<file path="config.mk">
export PLATFORM = sky130hd
export DESIGN_NAME = mem_port_arbiter
export DESIGN_NICKNAME = d
export VERILOG_FILES = /design/src/rtl/mem_port_arbiter.sv
export SDC_FILE = /design/constraint.sdc
export NUM_CORES = 1
export LEC_CHECK = 0
export CAP_MARGIN = 20
export CORE_UTILIZATION = 36
export CTS_CLUSTER_DIAMETER = 50
export DETAILED_ROUTE_END_ITERATION = 10
export HOLD_SLACK_MARGIN = 0.1
export PLACE_DENSITY = 0.82
export SETUP_SLACK_MARGIN = 0.3
export SLEW_MARGIN = 20
export SYNTH_ARGS = -nofsm -noshare
export SYNTH_HDL_FRONTEND = slang
export SYNTH_SLANG_ARGS = --single-unit
</file>
<file path="constraint.sdc">
create_clock -name clk -period 2 [get_ports clk]
set_clock_uncertainty 0.05 [all_clocks]
set_input_delay 0.4 -clock clk [delete_from_list [all_inputs] [get_ports clk]]
set_output_delay 0.4 -clock clk [all_outputs]
set_load 0.05 [all_outputs]
</file>
<file path="src/rtl/mem_port_arbiter.sv">
// ---------------------------------------------------------------------------
// mem_port_arbiter
// Shares one memory port between two requesters. Port 0 is the core's
// fetch/load/store path and port 1 is the loader or debug/DMA master. Each
// transaction is a full read or write with a req/ack handshake, and the
// arbiter waits out a fixed memory read latency before acknowledging.
//
// Ports:
//   clk, rst          clock, synchronous active-high reset
//   pN_req/we/addr/wdata   requester N transaction request (N = 0, 1)
//   pN_ack            one-cycle transaction-complete pulse
//   pN_rdata          registered read data for requester N
//   mem_addr/wdata/we registered memory port outputs (we is a 1-cycle strobe)
//   mem_rdata         memory read data, valid MEM_LATENCY cycles after addr
//   busy              high while a transaction is in ACCESS or RESPOND
//   grant_id          port owning the current or most recent transaction
// ---------------------------------------------------------------------------
module mem_port_arbiter #(
    parameter int ADDR_W         = 32,
    parameter int DATA_W         = 32,
    parameter int MEM_LATENCY    = 1,
    parameter int FIXED_PRIORITY = 0
) (
    input  logic              clk,
    input  logic              rst,
    input  logic              p0_req,
    input  logic              p0_we,
    input  logic [ADDR_W-1:0] p0_addr,
    input  logic [DATA_W-1:0] p0_wdata,
    output logic              p0_ack,
    output logic [DATA_W-1:0] p0_rdata,
    input  logic              p1_req,
    input  logic              p1_we,
    input  logic [ADDR_W-1:0] p1_addr,
    input  logic [DATA_W-1:0] p1_wdata,
    output logic              p1_ack,
    output logic [DATA_W-1:0] p1_rdata,
    output logic [ADDR_W-1:0] mem_addr,
    output logic [DATA_W-1:0] mem_wdata,
    output logic              mem_we,
    input  logic [DATA_W-1:0] mem_rdata,
    output logic              busy,
    output logic              grant_id
);

    // Counter preload: lat_cnt counts down to zero, so the load value is one
    // less than the latency.
    localparam logic [3:0] LAT_INIT = 4'(MEM_LATENCY - 1);

    typedef enum logic [1:0] {
        IDLE    = 2'd0,
        ACCESS  = 2'd1,
        RESPOND = 2'd2
    } state_t;

    state_t     state_r;
    logic [3:0] lat_cnt_r;
    logic       last_grant_r;
    // mem_we is only a one-cycle strobe, so the direction of the transaction
    // in flight is kept separately for the end-of-access decision.
    logic       txn_we_r;

    logic       any_req_s;
    logic       pick_p1_s;

    // Winner selection for the next IDLE edge.
    always_comb begin
        any_req_s = p0_req | p1_req;
        pick_p1_s = 1'b0;
        if (p0_req && p1_req) begin
            if (FIXED_PRIORITY != 0) begin
                pick_p1_s = 1'b0;
            end else begin
                // Round-robin: hand the tie to whoever did not go last.
                pick_p1_s = ~last_grant_r;
            end
        end else begin
            pick_p1_s = p1_req;
        end
    end

    // Transaction sequencer with all outputs registered.
    always_ff @(posedge clk) begin
        if (rst) begin
            state_r      <= IDLE;
            lat_cnt_r    <= 4'd0;
            last_grant_r <= 1'b1;
            txn_we_r     <= 1'b0;
            p0_ack       <= 1'b0;
            p1_ack       <= 1'b0;
            p0_rdata     <= '0;
            p1_rdata     <= '0;
            mem_addr     <= '0;
            mem_wdata    <= '0;
            mem_we       <= 1'b0;
            busy         <= 1'b0;
            grant_id     <= 1'b0;
        end else begin
            case (state_r)
                IDLE: begin
                    if (any_req_s) begin
                        mem_addr     <= pick_p1_s ? p1_addr  : p0_addr;
                        mem_wdata    <= pick_p1_s ? p1_wdata : p0_wdata;
                        mem_we       <= pick_p1_s ? p1_we    : p0_we;
                        txn_we_r     <= pick_p1_s ? p1_we    : p0_we;
                        grant_id     <= pick_p1_s;
                        last_grant_r <= pick_p1_s;
                        lat_cnt_r    <= LAT_INIT;
                        busy         <= 1'b1;
                        state_r      <= ACCESS;
                    end else begin
                        mem_we <= 1'b0;
                    end
                end
                ACCESS: begin
                    mem_we <= 1'b0;
                    if (lat_cnt_r != 4'd0) begin
                        lat_cnt_r <= lat_cnt_r - 4'd1;
                    end else begin
                        if (!txn_we_r) begin
                            if (grant_id) begin
                                p1_rdata <= mem_rdata;
                            end else begin
                                p0_rdata <= mem_rdata;
                            end
                        end
                        p0_ack  <= ~grant_id;
                        p1_ack  <= grant_id;
                        state_r <= RESPOND;
                    end
                end
                RESPOND: begin
                    p0_ack  <= 1'b0;
                    p1_ack  <= 1'b0;
                    busy    <= 1'b0;
                    state_r <= IDLE;
                end
                default: begin
                    p0_ack  <= 1'b0;
                    p1_ack  <= 1'b0;
                    mem_we  <= 1'b0;
                    busy    <= 1'b0;
                    state_r <= IDLE;
                end
            endcase
        end
    end

endmodule

</file>
==> results.md <==
- Status: finished clean
- Placed inst area: 9216 µm²
- Core box area: 15,890 µm²
- Post-Syn Area: 5866 µm²
- Vias in the first global route: 5,068
- Cell count after synthesis: 528
- Die Span Y: 129.6 µm
- Setup WS pre-CTS: -64.89 ps
- Unrepaired setup endpoints after global routing: true
- FF+latch area: 2826 µm²
- Crit-path leading delay family: simple AND/OR/NAND/NOR gates
- Fillers: 1,300
- CTS buffer count: 17
- Worst slew margin: 60.46%
- Final ANT Viol Nets: 0
- Routed WL: 18,220 µm
- CTS clk-pin slew, worst paths: 60 ps
- Final hold violations: 0
- Sequential element share of the synthesized area: 48.12%
- Min Tclk post-route: 1934 ps
- Top cells by area, synth: dfxtp_1, mux2i_1, nand2b_1, o2bb2ai_1, clkbuf_1
- Buf+Inv Stages, Crit Path: 1
- Slowest Stage Delay on Critical Path: 650 ps
- P_leak: 0.003968 µW
- Vias: 5,118
- Post-DP HPWL: 12,670 µm
- CTS tree: done
- Area taken by multi-input logic gates: 2893 µm²
- Final setup vio count: 0
- Die W: 129.6 µm
- Initial antenna violation count: 0
- FF+latch count, synth: 141
- Highest Clock Rate: 0.5170 GHz
- Largest net degree at the start of global routing: 99
- Clk_lat worst skew: 410 ps
- Total global routing overflow: 0
- Die area: 16,810 µm²
- Net count after synthesis: 696
- Num ports: 299
- DRC errors left: 0
- Cell Pwr Density: 862.3 nW/µm²
- Least-Margin Pin Slew: 591.8 ps
- Syn. warnings: 0
- Dominant cell type by area after synthesis: dfxtp_1
- # diodes: 0
- Power, Total: 8753 µW
- Synth-to-layout area growth: 73.06%
- GP Congestion: 0.7607
- Clk sinks: 141
- Max Cap Viol: 0
- Port bufs: 298
- DRT iter0 DRCs: 173
- Total iterations of the first detailed-routing run: 4
- Global-route usage over all layers: 21.36%
- # placed instances: 1,026
- Category of the most critical setup path: reg2reg
- Post-synth cell types: 34
- Initial core utilization: 36.93%
- Cell Chain, Critical Path: inv_2 > ha_4 > or3b_4 > or4_4 > mux2i_1
- Synthesized area per cell: 11.11 µm²
- Routed len/inst: 17.11 µm
- Crit. End Element: register
- R2R Setup Slk: 70 ps
- Req. time, crit path: 2250 ps
- Nets@finish: 1,004
- Layout cells sized above 1: 25.80%
- Hold crit path type: reg2reg
- Post-synth top area share: 48.12%
- Drt via density: 4.806
- First-pass GRT wire length: 27,120 µm
- Worst VDD drop: 614.3 µV
- Row count: 46
- Max-slew violations: 0
- Fin area: 10,150 µm²
- Non-filler instance count after layout: 1,065
- Critical path startpoint category: register
- Tcrit/Tclk final: 96.71%
- Slowest-stage cell, CP: or4_4
- CTS Root Cell: clkbuf_16
- Post-Route Setup TNS: 0 ps
- H-tree level count: 4
- CP Max Fanout: 8
- Clk buf depth: 2
- Final worst slack: 65.74 ps
- CP Data Arrival Time: 2180 ps
## cells in the mapped netlist
master / instances
dfxtp_1: 141
mux2i_1: 131
nand2b_1: 98
o2bb2ai_1: 65
clkbuf_1: 30
a21oi_1: 8
nand2_1: 5
buf_1: 4
buf_6: 4
inv_1: 4
nor3_1: 3
o21ai_0: 3
or3_1: 3
buf_2: 2
buf_4: 2
ha_1: 2
nor2_1: 2
nor2b_1: 2
o221ai_1: 2
or2_2: 2
or4_4: 2
a21boi_1: 1
a21o_1: 1
a221o_1: 1
buf_12: 1
nand3_1: 1
nor3b_1: 1
nor4_1: 1
nor4_4: 1
o32ai_1: 1
or3b_1: 1
or4_1: 1
or4_2: 1
or4bb_2: 1
## cells by family after synthesis
family,Yosys count,synth area share (%)
buf+inv,47,3.967
simple gates,125,13.61
fa+ha+maj,2,0.4266
compound gates,82,11.52
mux,131,22.35
flops,141,48.12
## timing repair
item,CTS,global route
resized for setup,334,5
gates cloned,1,2
hold buffers,0,0
setup endpoints to repair,239,79
buffers inserted,3,1
pin swaps,3,3
## layout make-up
class                           instances  share of cell area [%]
Inverter                                4                  0.1479
Tap cell                              216                   2.662
Clock buffer                           23                   4.906
Sequential cell                       141                   27.84
Clock inverter                          9                   1.528
Timing Repair Buffer                  331                   34.41
Multi-Input combinational cell        341                   28.50
## power breakdown
part | internal (µW) | switching, µW
Combinational | 904 | 1230
Sequential | 3020 | 133
Clock | 2260 | 1210
Total | 6190 | 2570
## flip-flops by register name (all words and copies together), names as in the netlist, 2 cells and up
name	cells
mem_wdata	32
state_r	2
p0_rdata	32
mem_addr	32
lat_cnt_r	4
p1_rdata	32
## path summary, 6_finish.rpt
path	endpoint	depth (start not counted)	from
max	p0_rdata[0]	5	lat_cnt_r[0]
min	mem_wdata[5]	1	mem_wdata[5]
max reg2reg	p0_rdata[0]	5	lat_cnt_r[0]
min reg2reg	mem_wdata[5]	1	mem_wdata[5]
## through the flow
stage | utilization, % | hold WS [ps]
global route | 63.90 | 428.6
finish | 63.90 | 408.8
floorplan | - | 416.1
detailed placement | 58.02 | 395.8
global placement | 58.02 | 393.8
CTS | 63.51 | 413.3
## worst register-to-register path: stages, from the launching register on
cell     delay, ps
dfxtp_2        330
inv_2           80
ha_4           130
or3b_4         420
or4_4          660
mux2i_1        170
## layout by cell type, fill, tap and decap left out, types with 2 or more instances in the layout
| master | netlist | layout |
|---|---|---|
| a21oi_1 | 8 | 7 |
| buf_12 | 1 | 13 |
| buf_4 | 2 | 42 |
| bufinv_16 | 0 | 4 |
| clkbuf_16 | 0 | 19 |
| clkbuf_8 | 0 | 5 |
| clkdlybuf4s15_2 | 0 | 107 |
| clkdlybuf4s50_1 | 0 | 164 |
| clkinv_2 | 0 | 2 |
| dfxtp_1 | 141 | 138 |
| dfxtp_2 | 0 | 3 |
| inv_1 | 4 | 2 |
| inv_2 | 0 | 2 |
| mux2i_1 | 131 | 130 |
| nand2_1 | 5 | 5 |
| nand2b_1 | 98 | 97 |
| nor2_1 | 2 | 2 |
| nor2b_1 | 2 | 2 |
| nor3_1 | 3 | 3 |
| nor4_4 | 1 | 2 |
| o21ai_0 | 3 | 3 |
| o221ai_1 | 2 | 2 |
| o2bb2ai_1 | 65 | 65 |
| or2_2 | 2 | 2 |
| or3_1 | 3 | 2 |
| or4_4 | 2 | 4 |
## layer usage
layer | part of all wire (%) | up-vias | track usage [%]
li1 | - | 2506 | -
met1 | 40 | 2406 | 23.90
met2 | 49 | 193 | 37.15
met3 | 9.3 | 13 | 8.712
met4 | 0.92 | 0 | 6.156
met5 | 0 | - | 0
No activity file was read; power rests on OpenSTA's default activity.
